### config.mk
export PLATFORM = sky130hd
export DESIGN_NAME = regfile_param
export DESIGN_NICKNAME = d
export VERILOG_FILES = /design/src/rtl/regfile_pkg.sv /design/src/rtl/regfile_clear_seq.sv /design/src/rtl/regfile_param.sv
export SDC_FILE = /design/constraint.sdc
export NUM_CORES = 1
export LEC_CHECK = 0
export BUFFER_PORTS_ARGS = -buffer_cell sky130_fd_sc_hd__buf_2
export CAP_MARGIN = 20
export CORE_MARGIN = 3
export CORE_UTILIZATION = 41
export DETAILED_ROUTE_END_ITERATION = 16
export REMOVE_ABC_BUFFERS = 1
export SLEW_MARGIN = 20
export SYNTH_ARGS = -nofsm -noshare
export SYNTH_HDL_FRONTEND = slang
export SYNTH_SLANG_ARGS = --single-unit
### constraint.sdc
create_clock -name clk -period 8.7 [get_ports clk]
set_input_delay 1.74 -clock clk [delete_from_list [all_inputs] [get_ports clk]]
set_output_delay 1.74 -clock clk [all_outputs]
set_load 0.02 [all_outputs]
### src/rtl/regfile_pkg.sv
// Shared definitions for the parametrised register file and its clear sequencer.
package regfile_pkg;

  localparam int DATA_W_DEF = 32;
  localparam int ADDR_W_DEF = 5;

  typedef enum logic {
    IDLE  = 1'b0,
    CLEAR = 1'b1
  } clr_state_e;

  function automatic int depth_of(input int addr_w);
    return 1 << addr_w;
  endfunction

endpackage

### src/rtl/regfile_clear_seq.sv
// Clear sequencer: walks every entry once after reset or on clear_req,
// emitting a zero-write strobe/address for the array write port.
module regfile_clear_seq
  import regfile_pkg::*;
#(
  parameter int ADDR_W = ADDR_W_DEF
) (
  input  logic              clk,
  input  logic              reset,
  input  logic              clear_req,
  output logic              clr_we_o,
  output logic [ADDR_W-1:0] clr_addr_o,
  output logic              clear_busy,
  output logic              clear_done
);

  clr_state_e        state_q, state_d;
  logic [ADDR_W-1:0] ptr_q, ptr_d;
  logic              busy_q, busy_d;
  logic              done_q, done_d;

  // NOTE: every variable gets a default before the case so no path leaves it
  // unassigned; otherwise synthesis infers a latch.
  always_comb begin
    state_d = state_q;
    ptr_d   = ptr_q;
    busy_d  = busy_q;
    done_d  = 1'b0;
    unique case (state_q)
      IDLE: begin
        if (clear_req) begin
          state_d = CLEAR;
          ptr_d   = '0;
          busy_d  = 1'b1;
        end
      end
      CLEAR: begin
        // Terminate on the last entry so ptr never wraps inside a sweep.
        if (ptr_q == '1) begin
          state_d = IDLE;
          busy_d  = 1'b0;
          done_d  = 1'b1;
        end else begin
          ptr_d = ptr_q + 1'b1;
        end
      end
      default: state_d = IDLE;
    endcase
  end

  // NOTE: sequential state is updated with non-blocking assignments so every
  // register samples the pre-edge values of its neighbours.
  always_ff @(posedge clk or posedge reset) begin
    if (reset) begin
      state_q <= CLEAR;
      ptr_q   <= '0;
      busy_q  <= 1'b1;
      done_q  <= 1'b0;
    end else begin
      state_q <= state_d;
      ptr_q   <= ptr_d;
      busy_q  <= busy_d;
      done_q  <= done_d;
    end
  end

  assign clr_we_o   = (state_q == CLEAR);
  assign clr_addr_o = ptr_q;
  assign clear_busy = busy_q;
  assign clear_done = done_q;

endmodule

### src/rtl/regfile_param.sv
// Parametrised register file: one write port, two registered read ports with
// write-first bypass, optional hardwired zero entry and a hardware clear sweep.
module regfile_param
  import regfile_pkg::*;
#(
  parameter int DATA_W   = DATA_W_DEF,
  parameter int ADDR_W   = ADDR_W_DEF,
  parameter bit ZERO_REG = 1'b1
) (
  input  logic              clk,
  input  logic              reset,
  input  logic              write_en,
  input  logic [ADDR_W-1:0] write_addr,
  input  logic [DATA_W-1:0] write_data,
  input  logic [ADDR_W-1:0] read_addr1,
  input  logic [ADDR_W-1:0] read_addr2,
  output logic [DATA_W-1:0] read_data1,
  output logic [DATA_W-1:0] read_data2,
  input  logic              clear_req,
  output logic              clear_busy,
  output logic              clear_done
);

  localparam int DEPTH = depth_of(ADDR_W);

  logic [DATA_W-1:0] mem_q [DEPTH];
  logic [DATA_W-1:0] rd1_q, rd1_d;
  logic [DATA_W-1:0] rd2_q, rd2_d;
  logic              clr_we;
  logic [ADDR_W-1:0] clr_addr;
  logic              wr_commit;

  regfile_clear_seq #(
    .ADDR_W(ADDR_W)
  ) u_clear_seq (
    .clk        (clk),
    .reset      (reset),
    .clear_req  (clear_req),
    .clr_we_o   (clr_we),
    .clr_addr_o (clr_addr),
    .clear_busy (clear_busy),
    .clear_done (clear_done)
  );

  // A write to the hardwired zero entry never commits, so it cannot bypass.
  assign wr_commit = write_en && !clear_busy && !(ZERO_REG && (write_addr == '0));

  always_comb begin
    rd1_d = mem_q[read_addr1];
    rd2_d = mem_q[read_addr2];
    if (ZERO_REG && (read_addr1 == '0)) rd1_d = '0;
    if (ZERO_REG && (read_addr2 == '0)) rd2_d = '0;
    if (wr_commit && (write_addr == read_addr1)) rd1_d = write_data;
    if (wr_commit && (write_addr == read_addr2)) rd2_d = write_data;
    if (clear_busy) begin
      rd1_d = '0;
      rd2_d = '0;
    end
  end

  // NOTE: the array has no reset; the clear sweep zeroes it after reset, which
  // keeps it mappable onto plain RAM/flop arrays without a reset tree.
  always_ff @(posedge clk) begin
    if (clr_we) begin
      mem_q[clr_addr] <= '0;
    end else if (wr_commit) begin
      mem_q[write_addr] <= write_data;
    end
  end

  always_ff @(posedge clk or posedge reset) begin
    if (reset) begin
      rd1_q <= '0;
      rd2_q <= '0;
    end else begin
      rd1_q <= rd1_d;
      rd2_q <= rd2_d;
    end
  end

  assign read_data1 = rd1_q;
  assign read_data2 = rd2_q;

endmodule
# == Word-level counts from Yosys, hierarchy flattened ==
# Memory sizes are Yosys's and may differ from the RTL's.
# Index checks and enable logic that the tools add are counted.
# totals
n_memories,1
ram_bits,1024
ff_bits,72
word_cells,52
inputBits,51
# mem_list
memory,depth,width,read_ports,rd_ports_with_merged_regs,write_ports,line,text
mem_q,32,32,2,0,1,regfile_param.sv:26,logic [DATA_W-1:0] mem_q [DEPTH];
# classes
eq_ne,6
bitwise,1
n_reduce_logical,12
muxes,25
add_sub_neg,1
# op_table
cell,n
$mux 32,7
$reduce_or 32->1,1
$logic_not 5->1,3
$mux 5,3
$mux 1,12
$eq 5x5->1,2
$pmux 5 s2,1
$ne 2x2->1 const B,3
$add 5x1->5 const B,1
$eq 5x5->1 const B,1
$logic_and 1x1->1,4
$pmux 1 s2,2
$reduce_and 2->1,2
$logic_not 1->1,2
$not 1->1,1

# == Longest topological paths before layout ==
# Gate-level depths: netlist of run 1.
# depth
ltp_word,8
depth_mapped,8
mapped_depth_nobuf,7

# == By module ==
# A second synthesis of run 1 with hierarchy kept.
# unflattened
hier_cells,2496
area_unflattened_um2,49905.4
# modules_own_cells
module,seq_area_each_um2,cells_each,instances,area_per_inst_um2
regfile_param,32351.0,2458,1,49517.5
regfile_clear_seq,202.7,38,1,387.9

# == Least setup slack after synthesis of run 1 ==
# Ideal clock, no wire load.
# synth_path
path_kind,input to register
start,input write_addr[0]
end,"memory mem_q[13][0] (netlist name), enable pin"
setup_slack_ns,3.706
setup_time_ns,0.421
stages,7
path_buffers,2
t_arrival_ns,4.573
required_time_ns,8.279
cell_sequence,buf_2 > or4_4 > o211a_4 > buf_2 > nor3b_1 > nor2_1 > nor2_1
# synth_between
elab_chain_cells,8
word_cells_on_any_way,9
# synth_lines
element,line,text
start: declaration,regfile_param.sv:13,"input logic [ADDR_W-1:0] write_addr,"
$logic_not 5->1,regfile_param.sv:46,assign wr_commit = write_en && !clear_busy && !(ZERO_REG && (write_addr == '0));
$logic_not 1->1,regfile_param.sv:46,
$logic_and 1x1->1,regfile_param.sv:46,
$mux 1,regfile_param.sv:66,end else if (wr_commit) begin
$mux 1,regfile_param.sv:64,if (clr_we) begin
$mux 1 (not written as such),regfile_param.sv:67,mem_q[write_addr] <= write_data;
$reduce_or 32->1 (no source line),-,
$mux 5 (no source line) or $mux 1 (tied branches),-,
end: declaration,regfile_param.sv:26,
# Several ways; a longest one is shown, not always the timed one.

# == Worst setup path in the final report of run 1 ==
# layout_path
start,input write_addr[4]
end,"memory mem_q[6][10] (netlist name), enable pin"
# Same word-level chain as after synthesis.

==> run summary, run 1 <==
The effective utilization at floorplan came out at 0.415. The run finished with clean final reports. The count of clock tree sinks is ~1,100. The HPWL after detailed placement is slightly below 90,000 um.

Counting flops with a built-in enable in the synthesized netlist gives between 1,000 and 1,500. Entering global routing, the biggest net connects 91 pins. The worst path required time came out at roughly 9.1 ns. The number of design-rule violations left by the first detailed-router iteration is 3,214. After global routing the overflow that remains totals 0.

The timing startpoint of the critical path is write_addr[4]. After synthesis, the mean cell area works out to roughly 20 um^2. The cell chosen for the clock root is sky130_fd_sc_hd__clkbuf_16. Setup repair after global routing left no endpoint under its margin.

The number of hold-slack violations in the final timing report came to 0. The total number of nets in the final design came out at approximately 2,700. The total clock buffers created by CTS came out at between 100 and 150. The share of synthesized flip-flops with an asynchronous set or reset came out at 0.0657. Compared with the post-synthesis result, the final layout area differs by 14.1%.

The hold buffer count at CTS is 0. By area the synthesized netlist is led by sky130_fd_sc_hd__edfxtp_1, sky130_fd_sc_hd__mux4_2, sky130_fd_sc_hd__dfrtp_1. The dominant synthesized flop cell is sky130_fd_sc_hd__edfxtp_1. The worst hold path stage count came out at 1. The final instance area came out at 57,000 um^2. The final routed wirelength across all metal layers came out at approximately 150,000 um. The instance area after placement came out at about 53,000 um^2. The worst endpoint data arrival time came out at 5.01 ns. The maximum root-to-sink buffer count is 3. Overall power consumption after layout is estimated at 14.3 mW. Of the available clock period, the critical path in the final layout requires 0.536.

The standard cell core area came out at roughly 120,000 um^2. In this run the worst path has a maximum fanout of between 40 and 50. The number of global-route vias before repair was just under 30,000. The cell taking the most area after synthesis is sky130_fd_sc_hd__edfxtp_1. The power per unit of standard cell area is ~250 nW/um^2. Summing over every cut layer, the via total after detailed routing is between 20,000 and 30,000. The relative slew slack came out at 0.275. The most common cell after layout, fill and taps aside is sky130_fd_sc_hd__edfxtp_1. Across the routed clock network, the largest skew measured is ~0.026 ns.

The startpoint of the most critical register-to-register path is u_clear_seq.clr_we_o. Dividing the detail-routed wire length by the instance count gives 35.5 um. STA classifies the critical path endpoint as a register. The count of pins over their slew limit came out at 0. The number of antenna violations at the first check in global routing came out at 3. The total of cells resized after clock tree synthesis came out at 0. The post-synthesis register bit count is roughly 1,100. The number of setup violations in the final report is 0. STA classifies the critical path startpoint as a primary input. The cell area after synthesis came out at ~50,000 um^2. In the layout the commonest cells are sky130_fd_sc_hd__edfxtp_1, sky130_fd_sc_hd__mux4_2, sky130_fd_sc_hd__a22oi_1.

The maximum achievable frequency came out at between 200 and 250 MHz. The maximum resistive drop on vdd came out at 0.198 mV. The total I/O pin count came out at 117.

The number of nets still failing antenna checks after routing came out at 0. The width of the die is 355 um. The overall fraction of global-route tracks in use came out at 0.243. The distinct cell type count of the synthesized netlist came out at 48.

The transition time at the pin with the least slew margin came out at approximately 1.1 ns. TritonCTS built the clock tree. The clock period minus final worst setup slack is 4.67 ns. The final routed DRC violation total came out at 0. In this run the most critical hold path is launched from u_clear_seq.clr_we_o. Buffers added to address setup during post-CTS repair amount to 0. The tightest min-delay check is of the register to register type. The die extent in y is between 300 and 400 um.

The portion of synthesized cell area occupied by the leading cell type came out at 0.615. The first-pass GRT wire length is ~220,000 um. The first TritonRoute pass finished after 5 iterations. The pre-CTS worst setup slack came out at around 3.3 ns. The number of levels the H-tree was split into is 3. The via-per-instance ratio came out at between 6 and 7. Setup slack closes at a little over 4 ns. The share of post-route cells with drive strength above 1 is 0.368. The category of the most critical setup path is primary input to register. The reported leakage power is approximately 19 nW. At the end of routability-driven placement, the weighted congestion stood at about 0.81. The total negative setup slack came out at 0 ns. Across the run, the number of max-cap violations was 0. The cell count of the worst reg-to-reg path is 6. The source-to-sink clock delay at the later pin of the worst-skew pair is roughly 0.7 ns.

The die covers 126,000 um^2. The count of warnings emitted by yosys came out at 0. The sequential element share of the synthesized area came out at 0.652.

The clock-pin transition on the worst setup and hold timing paths is roughly 0.060 ns. The synthesized netlist cell count is around 2,500. The number of cell rows is around 130. The number of port buffers came out at around 120.
==> state kept, by name, indices dropped and copies added, names as in the netlist <==
name	count
u_clear_seq.clr_we_o	1
u_clear_seq.clear_done	1
read_data2	32
u_clear_seq.clr_addr_o	5
mem_q	1024
u_clear_seq.clear_busy	1
read_data1	32
==> cells in the mapped netlist, types with 2 or more instances <==
master and count:
sky130_fd_sc_hd__mux4_2 513, sky130_fd_sc_hd__edfxtp_1 1024, sky130_fd_sc_hd__xnor2_1 11, sky130_fd_sc_hd__dfrtp_1 70, sky130_fd_sc_hd__nor3_1 5, sky130_fd_sc_hd__nor4_1 3
sky130_fd_sc_hd__o311ai_2 2, sky130_fd_sc_hd__buf_1 21, sky130_fd_sc_hd__a211o_1 2, sky130_fd_sc_hd__and3_1 2, sky130_fd_sc_hd__nand3_1 2, sky130_fd_sc_hd__a221o_1 62
sky130_fd_sc_hd__and2_1 34, sky130_fd_sc_hd__a211oi_1 118, sky130_fd_sc_hd__a211oi_2 10, sky130_fd_sc_hd__nand2_1 78, sky130_fd_sc_hd__nor2_1 46, sky130_fd_sc_hd__dfstp_2 2
sky130_fd_sc_hd__nor4_4 2, sky130_fd_sc_hd__nor3b_1 2, sky130_fd_sc_hd__inv_1 6, sky130_fd_sc_hd__xor2_1 2, sky130_fd_sc_hd__nor2b_1 70, sky130_fd_sc_hd__a22oi_1 126
sky130_fd_sc_hd__mux2i_1 68, sky130_fd_sc_hd__a31o_2 5, sky130_fd_sc_hd__clkbuf_1 103, sky130_fd_sc_hd__buf_4 6, sky130_fd_sc_hd__ha_1 2, sky130_fd_sc_hd__buf_2 78
sky130_fd_sc_hd__buf_6 3
==> logic make-up after synthesis <==
| group | after synthesis | synth area share |
|---|---|---|
| xor gates and xnor gates | 13 | 0.00228 |
| muxes | 582 | 0.245 |
| and+or+nand+nor | 249 | 0.0256 |
| AOI/OAI and AO/OA | 336 | 0.0557 |
| DFF | 1096 | 0.652 |
| buffers and inverters | 217 | 0.0192 |
| adders and majority gates | 2 | 0.000501 |
==> critical path, stage by stage <==
cell and delay [ns]:
sky130_fd_sc_hd__buf_2 0.16, sky130_fd_sc_hd__or4_4 0.59, sky130_fd_sc_hd__o211a_4 0.52, sky130_fd_sc_hd__mux2_2 0.38, sky130_fd_sc_hd__nand2_1 0.24, sky130_fd_sc_hd__nor2_4 0.77, sky130_fd_sc_hd__buf_4 0.50
==> final cells by class <==
type,count,area [um^2]
diodes,1,2.50
clock buffers,141,3100
clock inverters,75,997
fillers,9983,63400
inverters,6,25.0
multi-input cells,1182,16800
flip-flops and latches,1096,32600
well taps,1612,2020
repair buffers,201,1520
==> power by group <==
part / leakage [nW] / switching, mW / internal, mW / total, mW
sequential: 11.0 / 0.238 / 6.35 / 6.58
combinational: 6.28 / 1.57 / 0.799 / 2.37
clock: 2.01 / 2.10 / 3.21 / 5.31
total: 19.3 / 3.91 / 10.4 / 14.3
==> stage by stage <==
step                instances  utilization  hold WS (ns)
floorplan                2284            -         0.565
global placement         4087        0.437         0.627
detailed placement       4097        0.439         0.632
CTS                      4313        0.473         0.642
global route             4313        0.473         0.663
finish                   4314        0.473         0.641
==> final timing paths <==
kind	end	slack (ns)
max in group asynchronous	read_data1[25]	6.32
min in group asynchronous	read_data1[31]	1.12
worst max-delay path	mem_q[6][10]	4.03
worst min-delay path	u_clear_seq.clear_done	0.64
worst min register to register	u_clear_seq.clear_done	0.64
worst max register to register	mem_q[6][10]	4.77
==> layer usage <==
layer	vias up	share of wire	track usage
met5	-	0.00021	0
met4	4	0.053	0.117
met3	352	0.084	0.0480
met2	1492	0.49	0.402
met1	15200	0.37	0.311
li1	11000	-	-
No activity file was read; power rests on OpenSTA's default activity.
==> run 2, diff against run 1 <==
clock period = 4 ns   (was 8.7 ns; I/O delays follow)
==> run 2 against run 1 <==
Net effect: utilization rose by 0.86 points; routed wire length fell by 3.2%; cell area rose by 1.8%; combinational power rose by 120%; largest power group unchanged; via count fell by 0.62%.
==> run summary, run 2 (synthesis results as in run 1) <==
The length of the first detailed-routing pass in iterations was 5 (unchanged). Setup repair after global routing missed its margin: no (unchanged). Of the available clock period, the critical path in the final layout requires 0.693. The reported leakage power is 19.9 nW (was 19.3 nW). The endpoint class of the critical path is a register (unchanged). The total I/O pin count is 117 (unchanged). The maximum root-to-sink buffer count came to 3 (unchanged). The delay of the slowest cell on the worst path came to 0.64 ns (was 0.77 ns). The number of setup violations in the final report came out at 0 (unchanged).

The final routed wirelength across all metal layers came to 148,000 um (was 153,000 um). The most common cell after layout, fill and taps aside is sky130_fd_sc_hd__edfxtp_1 (unchanged). The maximum number of pins on one net before global-route repair was 71 (was 91).

The clock tree from TritonCTS is yes (unchanged). The critical-path maximum fanout came out at 23 (was 42). The worst-path cell with the longest stage delay is sky130_fd_sc_hd__nor2_1 (was sky130_fd_sc_hd__nor2_4). The buffers plus inverters on the worst setup path is 3 (was 2). The number of nets still failing antenna checks after routing came to 0 (unchanged). The relative slew slack came out at 0.308 (was 0.275).

The flip-flop count of the largest register after layout is 1,024 (unchanged). The effective utilization at floorplan was 0.415 (unchanged). The number of global-route vias before repair is 29,500 (was 29,800). The internal reg-to-reg setup slack came to 1.23 ns (was 4.77 ns). The number of levels the H-tree was split into is 3 (unchanged). The final routed DRC violation total came out at 0 (unchanged). The worst endpoint data arrival time came out at 3.20 ns (was 5.01 ns).

The area overhead of the layout relative to synthesis is 16.2% (was 14.1%). The number of port buffers is 116 (unchanged). Most used cells in the layout excluding fill and tap cells: sky130_fd_sc_hd__edfxtp_1, sky130_fd_sc_hd__mux4_2, sky130_fd_sc_hd__buf_4 (was sky130_fd_sc_hd__edfxtp_1, sky130_fd_sc_hd__mux4_2, sky130_fd_sc_hd__a22oi_1).

The HPWL after detailed placement came out at 95,000 um (was 88,500 um). The post-layout total power came out at 30.4 mW (was 14.3 mW). The area of the die is 126,000 um^2 (unchanged). The hold buffer count at CTS is 0 (unchanged).

The overall via count from detail_route came out at 27,900 (was 28,100). Counting I/O delays and the setup requirement, the final critical path takes roughly 2.8 ns. The average detailed-routed wire length per instance came out at 33.5 um (was 35.5 um).

The die extent in y is 355 um (unchanged). The worst path required time is 4.43 ns (was 9.05 ns). The share of post-route cells with drive strength above 1 is 0.381 (was 0.368). The path class of the lowest-slack min-delay path is primary input to async pin (was register to register). The nature of the critical path startpoint is a register (was primary input). The number of hold-slack violations in the final timing report came to 0 (unchanged).

The post-CTS setup-driven buffer insertion count is 0 (unchanged). The number of maximum-capacitance violations was 0 (unchanged). The overall fraction of global-route tracks in use was 0.237 (was 0.243). The global placer's final weighted congestion is 0.881 (was 0.805). The total number of nets in the final design came out at 2,770 (was 2,654).

The gate family responsible for the most delay along the worst path is buffers and inverters (was simple AND/OR/NAND/NOR gates). The category of the most critical setup path is register to register (was primary input to register). The number of cell rows is 127 (unchanged). The count of pins over their slew limit came to 0 (unchanged). The antenna diode count is 0 (was 1).

The startpoint of the most critical register-to-register path is u_clear_seq.clr_we_o (unchanged). The cell chosen for the clock root is sky130_fd_sc_hd__clkbuf_16 (unchanged). The transition time at the pin with the least slew margin is 1.04 ns (was 1.09 ns).

The endpoint of the most critical register-to-register path is mem_q[10][13] (was mem_q[6][10]). The number of antenna violations at the first check in global routing is 2 (was 3). The global-route congestion overflow total was 0 (unchanged). The source-to-sink clock delay at the later pin of the worst-skew pair came out at 0.71 ns (was 0.70 ns). The number of design-rule violations left by the first detailed-router iteration is 2,913 (was 3,214).

The via-per-instance ratio is 6.32 (was 6.52). The power per unit of standard cell area came out at 523 nW/um^2 (was 250 nW/um^2). The register bank with the most flops is mem_q (unchanged). Status: finished, final reports clean (unchanged). The width of the die came to 355 um (unchanged).

The setup clock skew after layout is 0.0330 ns (was 0.0261 ns). The total negative setup slack came out at 0 ns (unchanged). The maximum achievable frequency came out at between 300 and 400 MHz. The total of cells resized after clock tree synthesis was 0 (unchanged). Worst-path cell chain: inv_1 -> o211a_4 -> nor3b_1 -> nor2_1 -> buf_4 -> nor2_4 -> buf_12 (was buf_2 -> or4_4 -> o211a_4 -> mux2_2 -> nand2_1 -> nor2_4 -> buf_4). The first-pass GRT wire length is 214,000 um (was 219,000 um). The count of clock tree sinks is 1,096 (unchanged). The cell count of the worst reg-to-reg path is 7 (was 6). The clock-pin transition on the worst setup and hold timing paths is 0.06 ns (about the same). The standard cell core area came out at 120,000 um^2 (unchanged).

The total clock buffers created by CTS is 113 (was 114). The maximum resistive drop on vdd came out at 0.391 mV (was 0.198 mV).
[run 2: cell count changes in the layout (fill, tap and decap cells not counted), moves of 4 or more]
cell,before,now
sky130_fd_sc_hd__and2_1,15,33
sky130_fd_sc_hd__and2_2,20,2
sky130_fd_sc_hd__buf_12,8,57
sky130_fd_sc_hd__buf_16,7,0
sky130_fd_sc_hd__buf_4,70,147
sky130_fd_sc_hd__bufinv_16,23,15
sky130_fd_sc_hd__clkbuf_1,15,29
sky130_fd_sc_hd__clkbuf_8,10,6
sky130_fd_sc_hd__clkinv_2,28,15
[run 2: final cells by class]
type	count	area, um^2
Sequential cell	1096	32600
Timing Repair Buffer	318	2870
Multi-Input combinational cell	1182	16800
Clock inverter	56	712
Clock buffer	151	3090
Inverter	6	25.0
Fill cell	9848	62400
Tap cell	1612	2020
[run 2: metal layers]
layer	up-vias	GRT usage	part of all wire	wire (um)
met3	279	0.0472	0.084	12400
met1	15000	0.311	0.38	56400
met2	1389	0.389	0.49	73400
li1	11300	-	-	-
met4	0	0.0934	0.042	6180
met5	-	0	0	0
[run 2: power by group]
part	leakage, nW	internal, mW	switching (mW)
logic	6.99	1.96	3.31
registers	11.0	13.8	0.478
clock network	1.83	6.39	4.44
total	19.9	22.1	8.23
[run 2: per-stage QoR]
| step | worst slack (ns) | area [um^2] | cells | hold WS (ns) | utilization |
|---|---|---|---|---|---|
| floorplan | 0.0693 | 49000 | 2284 | 0.565 | - |
| global placement | 0.576 | 54200 | 4214 | 0.600 | 0.450 |
| detailed placement | 0.576 | 54200 | 4214 | 0.613 | 0.450 |
| CTS | 1.26 | 58000 | 4421 | 0.0381 | 0.482 |
| global route | 1.12 | 58000 | 4421 | 0.0752 | 0.482 |
| finish | 1.23 | 58000 | 4421 | 0.0777 | 0.482 |
[run 2: how the worst max path moves through the flow]
| stage | start | to | slack, ns | cells after the start |
|---|---|---|---|---|
| 2_1_floorplan | write_addr[4] | mem_q[25][0] | 0.07 | 5 |
| 3_3_place_gp | write_addr[4] | mem_q[0][13] | 0.58 | 7 |
| 3_5_place_dp | write_addr[4] | mem_q[13][11] | 0.58 | 7 |
| 4_1_cts | u_clear_seq.clear_busy | mem_q[10][30] | 1.26 | 7 |
| 5_1_grt | u_clear_seq.clr_we_o | mem_q[10][30] | 1.12 | 7 |
| 6_report | u_clear_seq.clr_we_o | mem_q[10][13] | 1.23 | 7 |
